File: config.mk
export PLATFORM = sky130hd
export DESIGN_NAME = prefetch_unit
export DESIGN_NICKNAME = d
export VERILOG_FILES = /design/src/rtl/prefetch_unit.sv
export SDC_FILE = /design/constraint.sdc
export NUM_CORES = 1
export LEC_CHECK = 0
export CAP_MARGIN = 15
export CORE_MARGIN = 2
export CORE_UTILIZATION = 58
export CTS_BUF_LIST = sky130_fd_sc_hd__clkbuf_4
export DETAILED_ROUTE_END_ITERATION = 10
export PLACE_DENSITY = 0.81
export SLEW_MARGIN = 20
export SYNTH_ARGS = -nofsm -noshare
export SYNTH_HDL_FRONTEND = slang
export SYNTH_SLANG_ARGS = --single-unit
File: constraint.sdc
create_clock -name clk -period 4.4 [get_ports clk]
set_clock_uncertainty 0.2 [all_clocks]
set_input_delay 0.44 -clock clk [delete_from_list [all_inputs] [get_ports clk]]
set_output_delay 0.44 -clock clk [all_outputs]
set_load 0.05 [all_outputs]
File: src/rtl/prefetch_unit.sv
// ============================================================================
// prefetch_unit : in-order instruction prefetcher with a small fetch queue.
// Rev 1.0
// ============================================================================
`default_nettype none

module prefetch_unit #(
  parameter int              WORD      = 64,
  parameter int              INSTR_LEN = 32,
  parameter int              DEPTH     = 4,
  parameter logic [WORD-1:0] RESET_PC  = '0
) (
  input  logic                 clk,
  input  logic                 reset,
  input  logic                 pc_src,
  input  logic [WORD-1:0]      branch_target,
  output logic                 imem_req,
  output logic [WORD-1:0]      imem_addr,
  input  logic                 imem_ready,
  input  logic                 imem_rvalid,
  input  logic [INSTR_LEN-1:0] imem_rdata,
  output logic                 out_valid,
  input  logic                 out_ready,
  output logic [INSTR_LEN-1:0] instruction,
  output logic [WORD-1:0]      cur_pc
);

  localparam int              PW        = $clog2(DEPTH);
  localparam int              CW        = PW + 1;
  localparam logic [CW-1:0]   FULL      = CW'(DEPTH);
  localparam logic [WORD-1:0] ALIGN_MSK = ~WORD'(3);

  logic [WORD-1:0]      fetch_pc;
  logic [WORD-1:0]      req_pc;
  logic                 outstanding;
  logic                 discard;
  logic [CW-1:0]        count;
  logic [PW-1:0]        rd_ptr;
  logic [PW-1:0]        wr_ptr;
  logic [WORD-1:0]      pc_q    [DEPTH];
  logic [INSTR_LEN-1:0] instr_q [DEPTH];

  logic accept;
  logic push;
  logic pop;

  // Only one request in flight, so count < DEPTH alone guarantees a free slot.
  assign imem_req    = !reset && !pc_src && !outstanding && (count < FULL);
  assign imem_addr   = fetch_pc & ALIGN_MSK;
  assign accept      = imem_req && imem_ready;
  assign push        = imem_rvalid && outstanding && !discard;
  assign out_valid   = (count != '0);
  assign pop         = out_valid && out_ready;
  assign instruction = instr_q[rd_ptr];
  assign cur_pc      = pc_q[rd_ptr];

  always_ff @(posedge clk) begin
    if (reset) begin
      fetch_pc    <= RESET_PC;
      req_pc      <= '0;
      outstanding <= 1'b0;
      discard     <= 1'b0;
      count       <= '0;
      rd_ptr      <= '0;
      wr_ptr      <= '0;
      for (int i = 0; i < DEPTH; i++) begin
        pc_q[i]    <= '0;
        instr_q[i] <= '0;
      end
    end else if (pc_src) begin
      count    <= '0;
      rd_ptr   <= '0;
      wr_ptr   <= '0;
      fetch_pc <= branch_target & ALIGN_MSK;
      // A response landing now is simply dropped; otherwise mark the one still in flight.
      if (imem_rvalid) begin
        outstanding <= 1'b0;
        discard     <= 1'b0;
      end else if (outstanding) begin
        discard <= 1'b1;
      end
    end else begin
      if (imem_rvalid) begin
        outstanding <= 1'b0;
        discard     <= 1'b0;
      end
      if (accept) begin
        outstanding <= 1'b1;
        req_pc      <= imem_addr;
        fetch_pc    <= imem_addr + WORD'(4);
      end
      if (push) begin
        pc_q[wr_ptr]    <= req_pc;
        instr_q[wr_ptr] <= imem_rdata;
        wr_ptr          <= wr_ptr + PW'(1);
      end
      if (pop) begin
        rd_ptr <= rd_ptr + PW'(1);
      end
      if (push && !pop) begin
        count <= count + CW'(1);
      end else if (pop && !push) begin
        count <= count - CW'(1);
      end
    end
  end

endmodule

`default_nettype wire

### After elaboration in Yosys (flattened, before gate mapping)

Memory sizes are Yosys's and may differ from the RTL's. A register that Yosys moved wholly into a read port is not among the register bits.
Cells that the tools add are included.

| operators by class | value |
|---|---|
| order comparisons | 1 |
| add/subtract/negate cells | 5 |
| bitwise logic cells | 1 |
| mux-type cells | 27 |
| reduce and logical (&&, ||, !) cells | 25 |

Operators by type and width:

| operator | count |
|---|---|
| $mux W64 | 2 |
| $add A64 B3 Y64 const B | 1 |
| $mux W62 | 1 |
| $reduce_or A62 Y1 | 1 |
| $mux W32 | 1 |
| $reduce_or A32 Y1 | 1 |
| $mux W1 | 15 |
| $mux W2 | 6 |
| $logic_and A1 B1 Y1 | 9 |
| $reduce_bool A2 Y1 | 4 |
| $logic_not A1 Y1 | 6 |
| $mux W3 | 2 |
| $add A2 B1 Y2 const B | 2 |
| $reduce_and A2 Y1 | 2 |
| $add A3 B1 Y3 const B | 1 |
| $lt A3 B3 Y1 const B | 1 |
| $reduce_bool A3 Y1 | 1 |
| $sub A3 B1 Y3 const B | 1 |
| $reduce_or A2 Y1 | 1 |
| $not A1 Y1 | 1 |

| storage, ports and cells | value |
|---|---|
| register bits | 135 |
| bits in writable memories | 376 |
| output and inout port bits | 162 |
| word-level logic and storage cells | 69 |
| input bits | 102 |
| memories | 2 |

Memory list:

| memory | depth | bits a word | read ports | clocked after Yosys merged registers in | wr ports | line | source |
|---|---|---|---|---|---|---|---|
| pc_q | 4 | 62 | 1 | 1 | 4 | 40 | `logic [WORD-1:0] pc_q [DEPTH];` |
| instr_q | 4 | 32 | 1 | 1 | 4 | 41 | `logic [INSTR_LEN-1:0] instr_q [DEPTH];` |

### Longest topological paths before layout

Gate-level depths: netlist of run 1.

| logic depth | value |
|---|---|
| depth in word-level cells | 8 |
| gate-level depth with buffers | 8 |

### Worst setup path after synthesis of run 1

Ideal clock, no wire load.

| path | value |
|---|---|
| kind | input to register |
| start point | input pc_src |
| end point | memory instr_q[3][0], enable pin |
| required time | 3.741 ns |
| buffers on the path | 2 |
| setup slack | 0.560 ns |
| arrival time | 3.181 ns |
| cell stages on the path | 4 |
| library setup time | 0.459 ns |
| cell sequence | clkbuf_1 clkinv_1 clkbuf_1 a41o_1 |

RTL lines:

| what | line | source |
|---|---|---|
| start, declared | 15 | `input logic pc_src,` |
| end, declared | 41 |  |

==> results of run 1 <==
## layout make-up
cell class                 count  area share, %
inverter                       6         0.0818
tap                          518           2.35
multi-input combinational   1100           29.1
clock buffer                 199           5.42
antenna                        3         0.0273
sequential                   511           50.8
clock inverter                33          0.863
timing repair buffer         310           11.3
## synthesized netlist by cell type, types with 3 or more instances
cell,instances
a211oi_1,20
nand4_1,33
xnor2_1,14
o31ai_1,8
buf_1,16
or4_1,15
inv_1,5
a21oi_1,81
nor2_1,60
mux2i_1,3
o21ai_0,14
and4_1,6
nand2_1,182
mux4_2,94
dfxtp_1,135
nor4_1,15
a2111oi_0,3
a31oi_1,3
and3_1,22
buf_4,4
nand3_1,28
clkbuf_1,100
o221ai_1,3
a311oi_1,14
nor3_1,17
nor3b_1,5
xor2_1,22
or2_2,7
or3_1,15
o22ai_1,3
edfxtp_1,376
mux2_2,3
and2_1,380
## flip-flops by register name, indices dropped and copies added (netlist names), 2 cells and up, named ones only
name and flops:
fetch_pc 62, rd_ptr 2, wr_ptr 2, req_pc 62
instr_q 128, pc_q 248, count 3
## cell usage in the layout (no fill, tap or decap), types with 15 or more instances in the layout
| cell | instances |
|---|---|
| a21oi_1 | 81 |
| nor3_1 | 15 |
| and3_1 | 22 |
| nor2_1 | 59 |
| nand3_1 | 28 |
| xor2_1 | 22 |
| mux4_2 | 94 |
| nand4_1 | 33 |
| clkinv_1 | 20 |
| or3_1 | 15 |
| clkbuf_4 | 199 |
| edfxtp_1 | 376 |
| a211oi_1 | 20 |
| buf_4 | 26 |
| and2_1 | 380 |
| or4_1 | 15 |
| nand2_1 | 181 |
| dfxtp_1 | 133 |
| nor4_1 | 15 |
| dlygate4sd3_1 | 21 |
| clkdlybuf4s50_1 | 255 |
## metal layers
metal	vias to the layer above	wire, um	GRT usage [%]
met1	7761	22400	37.8
met2	857	28400	48.2
met5	-	17	0
met3	133	5390	6.80
met4	2	1830	13.1
li1	7066	-	-
## what timing repair did
action                                 in CTS  in global routing
hold buffers                               21                  0
setup endpoints to repair                   0                  0
endpoints found under the hold margin      50                  0
## worst max-delay path by stage
stage	start	end	slack [ns]	depth (start not counted)
CTS	flip-flop	cur_pc[28]	0.34	3
floorplan	pc_src	instr_q[3][0]$_DFFE_PP_	0.56	4
global placement	pc_src	instr_q[0][17]$_SDFFCE_PN0P_	1.09	7
global route	flip-flop	cur_pc[22]	0.26	3
finish	flip-flop	cur_pc[22]	0.45	3
detailed placement	pc_src	pc_q[0][61]$_SDFFCE_PN0P_	1.0	7
## power by group through the flow
| stage | Clock [mW] | Sequential [mW] | Combinational (mW) |
|---|---|---|---|
| after floorplan | 0 | 5.64 | 0.466 |
| after global placement | 0 | 5.54 | 0.975 |
| after detailed placement | 0 | 5.56 | 0.986 |
| after CTS | 4.28 | 5.46 | 1.01 |
| after global routing | 4.51 | 5.48 | 1.05 |
| final | 4.19 | 5.46 | 1.00 |
## cells by family after synthesis
| kind of cell | synth area share [%] |
|---|---|
| AND/OR/NAND/NOR | 19.8 |
| flip-flops | 62.3 |
| AO/OA/AOI/OAI | 4.33 |
| buffers and inverters | 2.22 |
| multiplexers | 9.72 |
| XOR/XNOR | 1.40 |
| adder cells (fa/ha/maj) | 0.201 |
| other | 0.0167 |
## worst register-to-register path: stages, from the launching register on
cell,delay (ns)
dfxtp_1,0.53
ha_1,0.33
nand4_2,0.24
or4_1,0.73
or3_1,0.45
or4_1,0.54
a311oi_1,0.28
==> reports/summary.log, run 1 <==
[synthesis] share of synthesized registers carrying an async set or reset 0%
[critical_path] Critical Setup Path Class flip-flop to output port
[sta] post-layout min period 3.95 ns
[critical_path] worst-path cell chain buf_12, mux4_2, clkdlybuf4s50_1
[final_layout] Layout Area Growth over Synthesis 22.7%
[global_routing] number of global-route vias before repair 16155
[run] total of max-cap violations 0
[critical_path] Crit path arrival time 3.31 ns
[power_and_ir_drop] internal cell power 7.99 mW
[critical_path] R2R depth 6
[sta] final worst path period share 89.7%
[critical_path] Data required, critical path 3.76 ns
[route] number of vias after detailed routing 15819
[final_layout] area occupied by registers 0.0140 mm^2
[floorplanning] Floorplan Core Area 0.0384 mm^2
[final_layout] combined area of the multi-input logic cells 0.00802 mm^2
[synthesis] Cells after Synth 1736
[global_routing] antenna violations before repair 4
[power_and_ir_drop] Power, Total 10.7 mW
[critical_path] kind of end point of the critical path output port
[final_layout] design area 0.0275 mm^2
[power_and_ir_drop] part of the total power dissipated in the clock network 39.3%
[final_layout] number of standard cells in the layout, taps in and fillers out 2680
[clock_tree] clock latency of the later-clocked register in the worst-skew pair 0.83 ns
[route] number of design rule violations left after detail routing 0
[min_path] hold wc startpoint branch_target[23]
[clock_tree] CTS clock-pin slew for the worst setup and hold paths 0.06 ns
[placed_design] Routability Congestion 0.936
[synthesis] cell type with the highest aggregate area in the netlist edfxtp_1
[synthesis] share of the synthesized area in the top cell type 50.3%
[floorplanning] height of the chip 201 um
[floorplanning] starting density of the core 58.5%
[placed_design] placed cell areas 0.0256 mm^2
[synthesis] Synth area leaders edfxtp_1, dfxtp_1, and2_1
[critical_path] cell family with the largest share of critical-path delay buffers and inverters
[critical_path] slowest stage delay, CP 0.74 ns
[synthesis] EDFF count, synth 376
[critical_path] maximum fanout count along the critical path 35
[synthesis] prevailing post-synth register cell edfxtp_1
[global_routing] largest net degree at the start of global routing 95
[sta] Fin Setup TNS 0 ns
[final_layout] layout filler cell count 2622
[sta] number of pins exceeding their max-slew limit in the final report 0
[clock_tree] count of clock tree sinks 511
[route] total length of routed wires 58.1 mm
[route] antenna viol nets, final 0
[power_and_ir_drop] cell leakage power 9.77 nW
[clock_tree] Max clock buf depth 3
[clock_tree] number of cells upsized or downsized after cts 0
[sta] upper clock frequency limit 253 MHz
[route] detail-routed via count per cell 5.90
[power_and_ir_drop] power spent charging and discharging nets 2.67 mW
[sta] Setup-failing EPs final 0
[placed_design] placed wire-length estimate after detailed placement 35.0 mm
[route] iteration-0 DRC count of the detailed router 1414
[final_layout] layout cells sized above 1 17.1%
[final_layout] post-layout utilization of the core 71.8%
[clock_tree] setup bufs post-CTS 0
[sta] max-slew headroom at the worst pin 23.3%
[critical_path] setup slack of the most critical reg-to-reg path 1.01 ns
[floorplanning] die width 201 um
[clock_tree] cts bufs inserted 133
[global_routing] final global-route overflow total 0
[power_and_ir_drop] P per Cell Area 387 mW/mm^2
[synthesis] number of distinct library cells after synthesis 57
[route] Avg WL per Cell 21.7 um
[min_path] Worst Hold Depth 3
[synthesis] Mean Syn Cell Area 12.9 um^2
[critical_path] launch point of the worst reg-to-reg path fetch_pc[2]$_SDFFE_PP0P_
[critical_path] crit path max-delay cell type clkdlybuf4s50_1
[sta] Min Hold Slack 0.0523 ns
[critical_path] Reg-to-Reg End fetch_pc[60]$_SDFFE_PP0P_
[sta] Setup WS post-layout 0.454 ns
[power_and_ir_drop] switching share of power 25.0%
[sta] number of endpoints with negative hold slack in the final report 0
[critical_path] Buffers & Inverters on Critical Path 2
[critical_path] type of element launching the critical path flip-flop
[synthesis] Yosys reg bits 511
[synthesis] fraction of the yosys area taken by sequential cells 62.3%
[synthesis] Synth Cell Area 0.0224 mm^2
[placed_design] cell count after placement 2424
[route] TritonRoute pass-1 iters 6
[min_path] worst-case hold path end point fetch_pc[23]$_SDFFE_PP0P_
[floorplanning] Boundary Pins 264
[global_routing] All-Layer GR Usage 29.4%
[clock_tree] CTS Root Buffer Type clkbuf_4
[final_layout] Final Net Count 2167
[sta] unrepaired setup endpoints after global routing false
[placed_design] number of input and output port buffers inserted 257
[sta] actual transition at the worst max-transition pin 1.15 ns
[global_routing] first-pass GRT wire length 90.5 mm
[power_and_ir_drop] Logic pwr share 9.4%
[min_path] worst min-delay path class input port to flip-flop
[floorplanning] count of standard-cell rows 72
[placed_design] Setup Slack @ Placement 0.998 ns
[synthesis] yosys synthesis warning count 0
[power_and_ir_drop] share of power burned in registers 51.2%
[clock_tree] CTS tree yes
[power_and_ir_drop] Worst IR Drop VDD 232 uV
[status] result of the run finished clean
[clock_tree] level count of the clock H-tree 4
[floorplanning] area of the die 0.0403 mm^2
Power figures use the tool's default switching activity.
==> inputs of run 2 (changes only) <==
==> constraint.sdc (replaced) <==
create_clock -name clk -period 4.4 [get_ports clk]
set_clock_uncertainty 0.2 [all_clocks]
set_input_delay 0.88 -clock clk [delete_from_list [all_inputs] [get_ports clk]]
set_output_delay 0.88 -clock clk [all_outputs]
set_load 0.05 [all_outputs]
==> run 2 against run 1 <==
Compared with the run above: sequential power hardly changed; die area stayed put; highest routed layer is now met4; global-route usage is 0.61 points lower.
==> reports/summary.log, run 2 (synthesized netlist as in run 1, its figures left out) <==
[status] result of the run finished clean [unchanged]
[floorplanning] height of the chip 201 um [unchanged]
[final_layout] Final Net Count 2148 [was 2167]
[clock_tree] cts bufs inserted 132 [was 133]
[sta] number of endpoints with negative hold slack in the final report 0 [unchanged]
[route] detail-routed via count per cell 5.90 [about the same]
[global_routing] All-Layer GR Usage 28.8% [was 29.4%]
[critical_path] slowest stage delay, CP 0.85 ns [was 0.74 ns]
[clock_tree] CTS Root Buffer Type clkbuf_4 [unchanged]
[critical_path] setup slack of the most critical reg-to-reg path 1.02 ns [was 1.01 ns]
[global_routing] final global-route overflow total 0 [unchanged]
[final_layout] flip-flop count of the largest register, all copies and words added 248 [unchanged]
[floorplanning] area of the die 0.0403 mm^2 [unchanged]
[final_layout] leading registers by flop count pc_q: 248 flops, instr_q: 128 flops [unchanged]
[placed_design] placed wire-length estimate after detailed placement 34.7 mm [was 35.0 mm]
[run] total of max-cap violations 0 [unchanged]
[critical_path] maximum fanout count along the critical path 26 [was 35]
[power_and_ir_drop] Worst IR Drop VDD 208 uV [was 232 uV]
[route] antenna viol nets, final 0 [unchanged]
[clock_tree] number of buffers added to fix hold violations after cts 0 [was 21]
[clock_tree] setup bufs post-CTS 0 [unchanged]
[global_routing] first-pass GRT wire length 88.8 mm [was 90.5 mm]
[sta] Setup WS post-layout 0.336 ns [was 0.454 ns]
[floorplanning] Floorplan Core Area 0.0384 mm^2 [unchanged]
[clock_tree] CTS tree yes [unchanged]
[sta] unrepaired setup endpoints after global routing false [unchanged]
[sta] actual transition at the worst max-transition pin 1.11 ns [was 1.15 ns]
[global_routing] largest net degree at the start of global routing 95 [unchanged]
[final_layout] design area 0.0274 mm^2 [was 0.0275 mm^2]
[placed_design] placed cell areas 0.0257 mm^2 [was 0.0256 mm^2]
[clock_tree] clock latency of the later-clocked register in the worst-skew pair 0.81 ns [was 0.83 ns]
[final_layout] most frequent cells in the layout and2_1, edfxtp_1, clkdlybuf4s50_1 [unchanged]
[power_and_ir_drop] cell leakage power 9.71 nW [was 9.77 nW]
[sta] Setup-failing EPs final 0 [unchanged]
[clock_tree] number of cells upsized or downsized after cts 0 [unchanged]
[route] Avg WL per Cell 21.6 um [was 21.7 um]
[sta] post-layout min period 4.06 ns [was 3.95 ns]
[critical_path] kind of end point of the critical path output port [unchanged]
[clock_tree] count of clock tree sinks 511 [unchanged]
[critical_path] Critical Setup Path Class flip-flop to output port [unchanged]
[global_routing] layer with the highest usage after global routing met2 [unchanged]
[sta] final worst path period share 92.4% [was 89.7%]
[floorplanning] die width 201 um [unchanged]
[route] total length of routed wires 57.5 mm [was 58.1 mm]
[global_routing] met2 usage in global routing 45.9% [was 48.2%]
[placed_design] Setup Slack @ Placement 0.549 ns [was 0.998 ns]
[critical_path] crit path max-delay cell type clkdlybuf4s50_1 [unchanged]
[min_path] worst min-delay path class flip-flop to flip-flop [was input port to flip-flop]
[final_layout] Layout Area Growth over Synthesis 22.2% [was 22.7%]
[route] number of design rule violations left after detail routing 0 [unchanged]
[global_routing] number of global-route vias before repair 15933 [was 16155]
[critical_path] Data required, critical path 3.32 ns [was 3.76 ns]
[floorplanning] count of standard-cell rows 72 [unchanged]
[route] TritonRoute pass-1 iters 5 [was 6]
[placed_design] number of input and output port buffers inserted 257 [unchanged]
[sta] max-slew headroom at the worst pin 26.2% [was 23.3%]
[floorplanning] Boundary Pins 264 [unchanged]
[critical_path] type of element launching the critical path flip-flop [unchanged]
[final_layout] Largest Register pc_q [unchanged]
[sta] upper clock frequency limit 246 MHz [was 253 MHz]
[sta] number of pins exceeding their max-slew limit in the final report 0 [unchanged]
[final_layout] number of standard cells in the layout, taps in and fillers out 2665 [was 2680]
[power_and_ir_drop] P per Cell Area 389 mW/mm^2 [was 387 mW/mm^2]
[global_routing] GR Layer Usage met1 38.6% [was 37.8%]
[power_and_ir_drop] Power, Total 10.7 mW [about the same]
[placed_design] Routability Congestion 0.893 [was 0.936]
[clock_tree] CTS clock-pin slew for the worst setup and hold paths 0.06 ns [about the same]
[critical_path] Crit path arrival time 2.98 ns [was 3.31 ns]
[global_routing] met3 usage in global routing 6.20% [was 6.80%]
[route] number of vias after detailed routing 15714 [was 15819]
[placed_design] cell count after placement 2427 [was 2424]
[final_layout] most frequent standard cell in the layout excluding fill and tap cells and2_1 [unchanged]
[final_layout] layout cells sized above 1 17.1% [about the same]
[route] iteration-0 DRC count of the detailed router 1714 [was 1414]
[global_routing] antenna violations before repair 3 [was 4]
[clock_tree] Max clock buf depth 3 [unchanged]
[clock_tree] level count of the clock H-tree 4 [unchanged]
[floorplanning] starting density of the core 58.5% [unchanged]
[sta] Fin Setup TNS 0 ns [unchanged]
[critical_path] worst-path cell chain buf_4, mux4_2, clkdlybuf4s50_1 [was buf_12, mux4_2, clkdlybuf4s50_1]
## run 2: metal layers
layer / part of all wire [%] / up-vias
met5: 0 / -
met2: 47 / 862
met1: 40 / 7691
li1: - / 7037
met4: 3.2 / 0
met3: 9.8 / 124
## run 2: final timing paths
kind,startpoint,end,cells after the start
min reg2reg,req_pc[28]$_SDFFE_PP0P_,req_pc[28]$_SDFFE_PP0P_,2
min,req_pc[28]$_SDFFE_PP0P_,req_pc[28]$_SDFFE_PP0P_,2
max,flip-flop,cur_pc[44],3
max reg2reg,fetch_pc[3]$_SDFFE_PP0P_,fetch_pc[60]$_SDFFE_PP0P_,6
## run 2: through the flow
| stage | hold WS, ns | utilization [%] |
|---|---|---|
| 3_3_place_gp | 0.266 | 66.9 |
| 3_5_place_dp | 0.273 | 66.9 |
| 4_1_cts | 0.280 | 71.4 |
| 5_1_grt | 0.312 | 71.5 |
| 6_report | 0.280 | 71.5 |
| 2_1_floorplan | 0.257 | - |
## run 2: power breakdown
group / internal (mW) / switching, mW
registers: 5.32 / 0.129
clock network: 2.36 / 1.87
logic: 0.362 / 0.639
total: 8.04 / 2.64
## run 2: area by class of cell
class / instances / area, um^2
clock buffer: 199 / 1490
inverter: 6 / 22.5
fill: 2689 / 10900
antenna: 3 / 7.51
sequential: 511 / 14000
tap: 518 / 648
clock inverter: 36 / 270
multi-input combinational: 1100 / 8020
timing repair buffer: 292 / 2970
## run 2: critical path: cells and delay by family (launching register included)
kind / cells / cell delay, ns
buffers and inverters: 2 / 1.28
DFF: 1 / 0.62
muxes: 1 / 0.27
